$ cat src/rtl/uart_transmitter_if.sv
// TX buffer handshake between the UART register block and the TX engine.
// The register block side is the master; the TX engine is the slave.
interface uart_transmitter_if;
  logic [7:0] tx_data_i;   // TX buffer read data, valid the cycle after a pop
  logic       tx_empty_i;  // TX buffer empty
  logic       tx_cts_o;    // one-cycle pop strobe
  logic       tx_done_o;   // one-cycle pulse when the last stop bit ends

  modport master (
    output tx_data_i,
    output tx_empty_i,
    input  tx_cts_o,
    input  tx_done_o
  );

  modport slave (
    input  tx_data_i,
    input  tx_empty_i,
    output tx_cts_o,
    output tx_done_o
  );
endinterface

$ cat src/rtl/uart_transmitter.sv
// UART TX engine: pops one byte per frame from the TX buffer and serialises
// start, data (LSB first), optional parity and 1/2 stop bits at the baud rate.
module uart_transmitter #(
  parameter int unsigned OVERSAMPLE = 16,
  parameter int unsigned TICK_CNT_W = 15
) (
  input  logic                  clk_i,
  input  logic                  rst_i,
  uart_transmitter_if.slave     tx_if,
  input  logic                  tx_enable_i,
  input  logic [1:0]            data_lenght_i,
  input  logic                  stop_bits_i,
  input  logic                  parity_enable_i,
  input  logic                  parity_mode_i,
  input  logic [TICK_CNT_W-1:0] divider_i,
  input  logic                  flow_control_i,
  input  logic                  cts_n_i,
  output logic                  uart_tx_o
);

  localparam int unsigned     OS_W    = (OVERSAMPLE > 1) ? $clog2(OVERSAMPLE) : 1;
  localparam logic [OS_W-1:0] OS_LAST = OS_W'(OVERSAMPLE - 1);

  typedef enum logic [2:0] {
    IDLE, FETCH, LOAD, START, DATA, PARITY, STOP
  } state_t;

  state_t                r_state, w_state_next;
  logic                  r_cts_meta, r_cts_sync;
  logic [TICK_CNT_W-1:0] r_tick_cnt;
  logic [OS_W-1:0]       r_os_cnt;
  logic [2:0]            r_bit_cnt;
  logic [7:0]            r_shift, w_shift_next;
  logic [1:0]            r_len;
  logic                  r_stop, r_par_en, r_parity;
  logic [TICK_CNT_W-1:0] r_div;
  logic                  r_tx, w_tx_next;
  logic                  r_done, w_done_next;
  logic                  w_running, w_tick, w_bit_end;
  logic                  w_last_data, w_last_stop;
  logic [7:0]            w_data_mask;
  logic                  w_parity_calc;
  logic                  w_cts;

  assign w_running   = (r_state == START) || (r_state == DATA) ||
                       (r_state == PARITY) || (r_state == STOP);
  assign w_tick      = w_running && (r_tick_cnt == r_div);
  assign w_bit_end   = w_tick && (r_os_cnt == OS_LAST);
  assign w_last_data = (r_bit_cnt == (3'd4 + {1'b0, r_len}));
  assign w_last_stop = (r_bit_cnt == {2'b00, r_stop});

  // Two-stage synchroniser for the asynchronous clear-to-send input
  always_ff @(posedge clk_i) begin
    if (rst_i) begin
      r_cts_meta <= 1'b1;
      r_cts_sync <= 1'b1;
    end else begin
      r_cts_meta <= cts_n_i;
      r_cts_sync <= r_cts_meta;
    end
  end

  // Baud tick, oversample and bit counters; held at zero outside the frame
  always_ff @(posedge clk_i) begin
    if (rst_i || !w_running) begin
      r_tick_cnt <= '0;
      r_os_cnt   <= '0;
      r_bit_cnt  <= '0;
    end else begin
      r_tick_cnt <= w_tick ? '0 : r_tick_cnt + TICK_CNT_W'(1);
      if (w_tick)
        r_os_cnt <= (r_os_cnt == OS_LAST) ? '0 : r_os_cnt + OS_W'(1);
      if (w_bit_end)
        r_bit_cnt <= (w_state_next != r_state) ? '0 : r_bit_cnt + 3'd1;
    end
  end

  // Active data bit mask and parity of the byte being loaded
  always_comb begin
    w_data_mask = 8'hFF;
    case (data_lenght_i)
      2'b00:   w_data_mask = 8'h1F;
      2'b01:   w_data_mask = 8'h3F;
      2'b10:   w_data_mask = 8'h7F;
      default: w_data_mask = 8'hFF;
    endcase
    w_parity_calc = (^(tx_if.tx_data_i & w_data_mask)) ^ parity_mode_i;
  end

  // Per-frame configuration, latched once in LOAD
  always_ff @(posedge clk_i) begin
    if (rst_i) begin
      r_len    <= '0;
      r_stop   <= 1'b0;
      r_par_en <= 1'b0;
      r_parity <= 1'b0;
      r_div    <= '0;
    end else if (r_state == LOAD) begin
      r_len    <= data_lenght_i;
      r_stop   <= stop_bits_i;
      r_par_en <= parity_enable_i;
      r_parity <= w_parity_calc;
      r_div    <= divider_i;
    end
  end

  // FSM state register
  always_ff @(posedge clk_i) begin
    if (rst_i) r_state <= IDLE;
    else       r_state <= w_state_next;
  end

  // Next state, shift register and registered line/done values
  always_comb begin
    w_state_next = r_state;
    w_shift_next = r_shift;
    w_done_next  = 1'b0;
    w_cts        = 1'b0;
    case (r_state)
      IDLE:
        if (tx_enable_i && !tx_if.tx_empty_i && (!flow_control_i || !r_cts_sync))
          w_state_next = FETCH;
      FETCH: begin
        w_cts        = 1'b1;
        w_state_next = LOAD;
      end
      LOAD: begin
        w_shift_next = tx_if.tx_data_i;
        w_state_next = START;
      end
      START:
        if (w_bit_end) w_state_next = DATA;
      DATA:
        if (w_bit_end) begin
          w_shift_next = {1'b0, r_shift[7:1]};
          if (w_last_data) w_state_next = r_par_en ? PARITY : STOP;
        end
      PARITY:
        if (w_bit_end) w_state_next = STOP;
      STOP:
        if (w_bit_end && w_last_stop) begin
          w_done_next  = 1'b1;
          w_state_next = IDLE;
        end
      default: w_state_next = IDLE;
    endcase
    // The line is registered, so it is computed from the state being entered
    case (w_state_next)
      START:   w_tx_next = 1'b0;
      DATA:    w_tx_next = w_shift_next[0];
      PARITY:  w_tx_next = r_parity;
      default: w_tx_next = 1'b1;
    endcase
  end

  // Shift register and output flops
  always_ff @(posedge clk_i) begin
    if (rst_i) begin
      r_shift <= '0;
      r_tx    <= 1'b1;
      r_done  <= 1'b0;
    end else begin
      r_shift <= w_shift_next;
      r_tx    <= w_tx_next;
      r_done  <= w_done_next;
    end
  end

  assign uart_tx_o       = r_tx;
  assign tx_if.tx_done_o = r_done;
  assign tx_if.tx_cts_o  = w_cts;

endmodule

$ cat src/flat_wrapper.sv
// flat-port wrapper written by rule: the top's interface ports become plain ports
module uart_transmitter_flat 
#(
  parameter int unsigned OVERSAMPLE = 16,
  parameter int unsigned TICK_CNT_W = 15
)
  (clk_i, rst_i, tx_enable_i, data_lenght_i, stop_bits_i, parity_enable_i, parity_mode_i, divider_i, flow_control_i, cts_n_i, uart_tx_o, tx_if_tx_data_i, tx_if_tx_empty_i, tx_if_tx_cts_o, tx_if_tx_done_o);
  uart_transmitter_if tx_if_i ();
  input  logic clk_i;
  input  logic rst_i;
  input  logic tx_enable_i;
  input  logic [1:0] data_lenght_i;
  input  logic stop_bits_i;
  input  logic parity_enable_i;
  input  logic parity_mode_i;
  input  logic [TICK_CNT_W-1:0] divider_i;
  input  logic flow_control_i;
  input  logic cts_n_i;
  output logic uart_tx_o;
  input wire logic [$bits(tx_if_i.tx_data_i)-1:0] tx_if_tx_data_i;
  input wire logic [$bits(tx_if_i.tx_empty_i)-1:0] tx_if_tx_empty_i;
  output wire logic [$bits(tx_if_i.tx_cts_o)-1:0] tx_if_tx_cts_o;
  output wire logic [$bits(tx_if_i.tx_done_o)-1:0] tx_if_tx_done_o;
  assign tx_if_i.tx_data_i = tx_if_tx_data_i;
  assign tx_if_i.tx_empty_i = tx_if_tx_empty_i;
  assign tx_if_tx_cts_o = tx_if_i.tx_cts_o;
  assign tx_if_tx_done_o = tx_if_i.tx_done_o;
  uart_transmitter #(.OVERSAMPLE(OVERSAMPLE), .TICK_CNT_W(TICK_CNT_W)) u_core (.clk_i(clk_i), .rst_i(rst_i), .tx_if(tx_if_i), .tx_enable_i(tx_enable_i), .data_lenght_i(data_lenght_i), .stop_bits_i(stop_bits_i), .parity_enable_i(parity_enable_i), .parity_mode_i(parity_mode_i), .divider_i(divider_i), .flow_control_i(flow_control_i), .cts_n_i(cts_n_i), .uart_tx_o(uart_tx_o));
endmodule
$ cat config.mk
export PLATFORM = sky130hd
export DESIGN_NAME = uart_transmitter_flat
export DESIGN_NICKNAME = d
export VERILOG_FILES = /design/src/rtl/uart_transmitter_if.sv /design/src/rtl/uart_transmitter.sv /design/src/flat_wrapper.sv
export SDC_FILE = /design/constraint.sdc
export NUM_CORES = 1
export LEC_CHECK = 0
export ABC_AREA = 1
export BUFFER_PORTS_ARGS = -buffer_cell sky130_fd_sc_hd__buf_2
export CORE_AREA = 2 2 93 86
export DETAILED_ROUTE_END_ITERATION = 10
export DIE_AREA = 0 0 95 88
export GPL_TIMING_DRIVEN = 0
export PLACE_DENSITY_LB_ADDON = 0.05
export SLEW_MARGIN = 20
export SYNTH_ARGS = -nofsm -noshare
export SYNTH_HDL_FRONTEND = slang
export SYNTH_SLANG_ARGS = --single-unit
export TNS_END_PERCENT = 10
$ cat constraint.sdc
create_clock -name clk_i -period 3 [get_ports clk_i]
set_input_delay 0.6 -clock clk_i [delete_from_list [all_inputs] [get_ports clk_i]]
set_output_delay 0.6 -clock clk_i [all_outputs]
set_load 0.02 [all_outputs]
# Word level (Yosys, flattened, before mapping)
# Cells that the tools add are included.
[classes]
n_addsub = 4
n_eq_ne = 17
n_mux = 16
n_bitwise = 3
n_reduce_logical = 21
[op_table]
columns = ["operator", "count"]
rows = [
  ["$pmux 8 s3", 1],
  ["$mux 3", 7],
  ["$pmux 3 s7", 1],
  ["$pmux 8 s2", 1],
  ["$add 15x1->15 const B", 1],
  ["$eq 15x15->1", 1],
  ["$eq 3x3->1 const B", 5],
  ["$eq 3x2->1 const B", 3],
  ["$and 8x8->8", 1],
  ["$mux 8", 1],
  ["$reduce_xor 8->1", 1],
  ["$logic_and 1x1->1", 5],
  ["$logic_or 1x1->1", 5],
  ["$add 4x1->4 const B", 1],
  ["$eq 4x4->1 const B", 1],
  ["$logic_not 1->1", 4],
  ["$mux 4", 1],
  ["$reduce_or 2->1", 2],
  ["$add 3x1->3 const B", 1],
  ["$add 3x2->3 const A", 1],
  ["$eq 3x1->1", 1],
  ["$eq 3x1->1 const B", 1],
  ["$eq 3x3->1", 1],
  ["$logic_not 3->1", 1],
  ["other kinds (12)", 13],
]
[word_totals]
register_bits = 57
inputBits = 34
out_inout_bits = 3

# Depth between registers and ports, before layout
[logic_depth]
depth_word = 11
ltp_mapped = 14
depth_no_buf = 14

# Worst setup path before layout
# Ideal clock, no wire load.
[synth_timing]
path_kind = "register -> register"
start = "reg u_core.r_tick_cnt[0]"
end = "reg u_core.r_tick_cnt[14]"
t_arrival_ns = 1.583
required_ns = 2.922
setup_slack_ns = 1.339
path_stages_with_launch = 14
synth_period_minus_slack_ns = 1.661
cell_sequence = "dfxtp_1 > ha_1 > nand2_1 > nor2_1 > inv_1 > nor2_2 > nand3_1 > inv_1 > nand3_1 > nor2_1 > nand2_1 > nor2_1 > a21oi_1 > nor3_1"
[synth_via]
elab_chain_len = 3
word_cells_on_any_way = 4
[synth_rtl]
columns = ["element", "line", "text"]
rows = [
  ["start: declaration", "uart_transmitter.sv:30", "logic [TICK_CNT_W-1:0] r_tick_cnt;"],
  ["start signal: assignment", "uart_transmitter.sv:70", "r_tick_cnt <= w_tick ? '0 : r_tick_cnt + TICK_CNT_W'(1);"],
  ["branches (longest 3 deep; another with $add 15x1->15)", "-", ""],
]
# Parallel ways; which one is timed is not known.
# A chain may end at the register's enable or synchronous reset.

# Worst setup path in the final report
[layout_timing]
start = "reg u_core.r_tick_cnt[0]"
end = "reg u_core.r_bit_cnt[2]"
[layout_via]
elab_chain_len = 8
word_cells_on_any_way = 11
[layout_rtl]
columns = ["element", "line", "text"]
rows = [
  ["$eq 15x15->1 (*)", "uart_transmitter.sv:47", "assign w_tick = w_running && (r_tick_cnt == r_div);"],
  ["$logic_and 1x1->1 (*)", "uart_transmitter.sv:47", ""],
  ["$logic_and 1x1->1 (*)", "uart_transmitter.sv:48", "assign w_bit_end = w_tick && (r_os_cnt == OS_LAST);"],
  ["$logic_and 1x1->1", "uart_transmitter.sv:141", "if (w_bit_end && w_last_stop) begin"],
  ["$mux 3", "uart_transmitter.sv:141", ""],
  ["$pmux 3 s7", "uart_transmitter.sv:119", "case (r_state)"],
  ["$ne 3x3->1", "uart_transmitter.sv:74", "r_bit_cnt <= (w_state_next != r_state) ? '0 : r_bit_cnt + 3'd1;"],
  ["$mux 3", "uart_transmitter.sv:74", ""],
  ["end signal: assignment", "uart_transmitter.sv:74", ""],
  ["end: declaration", "uart_transmitter.sv:32", "logic [2:0] r_bit_cnt;"],
]
# Mark *: on every way between the ends. The rest lies on a longest branch, timed or not.

==> flow_metrics.py <==
metrics = {
    "cts": {
        "cts_sinks": 57,
        "post_cts_resized": 0,
        "clock_latency_ns": 0.34,
        "htree_levels": 3,
        "cts_buffers": 9,
        "cts.path.max_buffers": 2,
        "cts-hold-fix-buffers": 0,
        "cts_setup_buffers": 0,
        "cts_root_buf": "clkbuf_8",
        "path_clk_slew_ns": 0.07,
        "cts_tree": "built",
    },
    "pwr": {
        "switchingPower_uw": 496,
        "ir_worst_vdd_mv": 0.269,
        "seq_power_share_pct": 43.5,
        "combPwrFrac_pct": 13.6,
        "cellLeakagePower_nw": 1.47,
        "clkPwrFrac_pct": 43.0,
        "powerDensity_mw_per_mm2": 547,
        "p_int_mw": 1.37,
        "netSwitchingFraction_pct": 26.6,
    },
    "run": {
        "maxCapViolations": 0,
    },
    "hold_path": {
        "worstHoldPathCells": 1,
        "hold_class": "reg2reg",
        "min_to": "u_core.r_cts_sync$_SDFF_PP1_",
        "min_from": "u_core.r_cts_meta$_SDFF_PP1_",
    },
    "final_layout": {
        "syn_to_final_growth_pct": 17.9,
        "regArea_sq_mm": 0.00114,
        "mostFrequentLayoutCell": "nand2_1",
        "fin_area_sq_mm": 0.00341,
        "instances_no_fill": 539,
        "multi_input_area_sq_mm": 0.00154,
        "nFillCells": 792,
        "layout_common_cells": "nand2_1, dfxtp_1, nor2_1",
        "diodes": 0,
        "drive_gt1_share_pct": 20.8,
        "fin_nets": 476,
    },
    "worst_setup_path": {
        "crit_type": "reg2reg",
        "crit_fanout": 10,
        "timing.rr.end": "u_core.r_bit_cnt[2]$_SDFFE_PP0P_",
        "regToRegSetupSlack_ns": 1.08,
        "cp-start-kind": "flop",
        "rr_startpoint": "u_core.r_tick_cnt[0]$_SDFF_PP0_",
        "reg2regPathDepth": 12,
        "worst-endpoint-required_ns": 3.23,
        "cp-end-kind": "flop",
        "arrival_ns": 2.15,
    },
    "yosys": {
        "synth_seq_cells": 57,
        "synth-seq-area-share_pct": 39.4,
        "yosys.area.top_type_share_pct": 39.4,
        "synth_area_leader_cell": "dfxtp_1",
        "synthTopCellsByArea": "dfxtp_1, nand2_1, nor2_1, xnor2_1, inv_1",
        "postSynthCellCount": 392,
        "syn_area_per_cell_sq_um": 7.38,
        "netlist_area_sq_mm": 0.00289,
        "ys.warnings.count": 0,
        "syn-num-nets": 429,
        "synth_cell_types": 36,
    },
    "routing": {
        "routed_wl_um": 6540,
        "routedWlPerCell_um": 12.1,
        "viasPerCell": 4.63,
        "final_antenna_net_count": 0,
        "drc": 0,
        "num_vias": 2493,
        "drt_iter0_drc": 92,
        "dr.pass1.iters": 4,
    },
    "sta": {
        "fmax_mhz": 521,
        "worst_pin_slew_ns": 0.522,
        "finalHoldViolCount": 0,
        "layout_min_cycle_time_ns": 1.92,
        "setup_violations": 0,
        "drv_slew": 0,
        "fin_tns_setup_ns": 0,
        "skew_ns": 0.0100,
        "min_period_over_period_pct": 64.0,
        "relSlewSlack_pct": 65.2,
        "rsz0062_at_grt": "false",
    },
    "placement": {
        "numPlacedInstances": 524,
        "place_hpwl_um": 4930,
        "finalWeightedCongestion": 0.801,
        "place_area_sq_mm": 0.00319,
        "portBuffers": 36,
    },
    "global_routing": {
        "grt_pass1_vias": 2337,
        "grt_overflow": 0,
        "antenna_found_initial": 0,
        "gr-usage-all-layers_pct": 17.5,
        "grt_pass1_wl_um": 11000,
        "grt_max_degree": 11,
    },
    "die": {
        "die_area_sq_mm": 0.00836,
        "rows": 30,
        "core_area_sq_mm": 0.00739,
        "io_pins": 37,
        "die_x_um": 95,
        "die_height_um": 88,
        "start_util_pct": 39.1,
    },
    "status": {
        "status": "completed",
    },
}
==> cells in the mapped netlist (all sizes together) <==
cell	number
o221ai	1
nand3	23
nand2	90
nand4	3
a21oi	16
o21a	1
nand3b	1
nor2	62
nor3b	4
clkinv	1
nor4	3
and3	1
a31oi	9
inv	39
o21bai	1
buf	3
dfxtp	57
xor2	9
nor3	12
clkbuf	8
o21ai	26
xnor2	16
or2	3
ha	3
==> metal layers <==
layer | vias up | GRT usage [%] | wire [um]
met2 | 42 | 26.1 | 2680
met5 | - | 0 | 0
met3 | 6 | 5.59 | 290
met4 | 0 | 5.53 | 76
met1 | 1090 | 24.0 | 3490
li1 | 1355 | - | -
==> state kept, by name, indices dropped and copies added (netlist names), 2 cells and up <==
register,count
u_core.r_shift,8
u_core.r_div,15
u_core.r_state,3
u_core.r_bit_cnt,3
u_core.r_os_cnt,4
u_core.r_len,2
u_core.r_tick_cnt,15
==> worst max-delay path: stages (launching register included) <==
cell and delay (ns):
dfxtp_1 0.35, xnor2_1 0.26, nand2_1 0.15, nor2_4 0.12, nand3_4 0.10, nor2_8 0.20, nand2_2 0.12, nand2_2 0.10
nand3_4 0.10, clkinv_2 0.10, nand2_2 0.05, nand2_2 0.10, nor3_2 0.04
==> how the worst max path moves through the flow <==
stage,from,endpoint,slack [ns],cells past startpoint
2_1_floorplan,u_core.r_tick_cnt[0]$_SDFF_PP0_,u_core.r_tick_cnt[14]$_SDFF_PP0_,1.34,13
3_3_place_gp,u_core.r_tick_cnt[0]$_SDFF_PP0_,u_core.r_tick_cnt[14]$_SDFF_PP0_,1.12,13
3_5_place_dp,u_core.r_tick_cnt[0]$_SDFF_PP0_,u_core.r_tick_cnt[14]$_SDFF_PP0_,1.07,13
4_1_cts,u_core.r_tick_cnt[0]$_SDFF_PP0_,u_core.r_tick_cnt[14]$_SDFF_PP0_,1.06,13
5_1_grt,u_core.r_tick_cnt[0]$_SDFF_PP0_,u_core.r_tick_cnt[14]$_SDFF_PP0_,0.76,13
6_report,u_core.r_tick_cnt[0]$_SDFF_PP0_,u_core.r_bit_cnt[2]$_SDFFE_PP0P_,1.08,12
==> power groups by stage <==
stage / logic [mW] / registers (mW) / clock network, mW
after floorplan: 0.185 / 0.824 / 0
after detailed placement: 0.254 / 0.829 / 0
final: 0.253 / 0.812 / 0.802
after CTS: 0.255 / 0.812 / 0.828
after global routing: 0.290 / 0.815 / 0.856
after global placement: 0.251 / 0.829 / 0
==> per-stage QoR <==
| step | power [mW] | util [%] | hold slack [ns] | setup slack, ns |
|---|---|---|---|---|
| after floorplan | 1.01 | - | 0.389 | 1.34 |
| after global placement | 1.08 | 43.2 | 0.392 | 1.12 |
| after detailed placement | 1.08 | 43.2 | 0.396 | 1.07 |
| after CTS | 1.89 | 46.1 | 0.409 | 1.06 |
| after global routing | 1.96 | 46.1 | 0.428 | 0.757 |
| final | 1.87 | 46.1 | 0.406 | 1.08 |
==> logic make-up after synthesis <==
| kind of cell | Yosys count | synth area share, % |
|---|---|---|
| AO/OA/AOI/OAI | 54 | 10.0 |
| AND/OR/NAND/NOR | 202 | 34.4 |
| flip-flops | 57 | 39.4 |
| XOR/XNOR | 25 | 7.57 |
| buffers and inverters | 51 | 7.22 |
| adder cells (fa/ha/maj) | 3 | 1.30 |
==> final cells by class <==
cell class	instances	share of cell area, %
Clock buffer	10	4.04
Inverter	40	4.44
Timing Repair Buffer	36	5.28
Multi-Input combinational cell	284	45.2
Clock inverter	5	2.35
Sequential cell	57	33.5
Buffer	11	1.69
Tap cell	96	3.52
(Power assumes the default switching activity.)
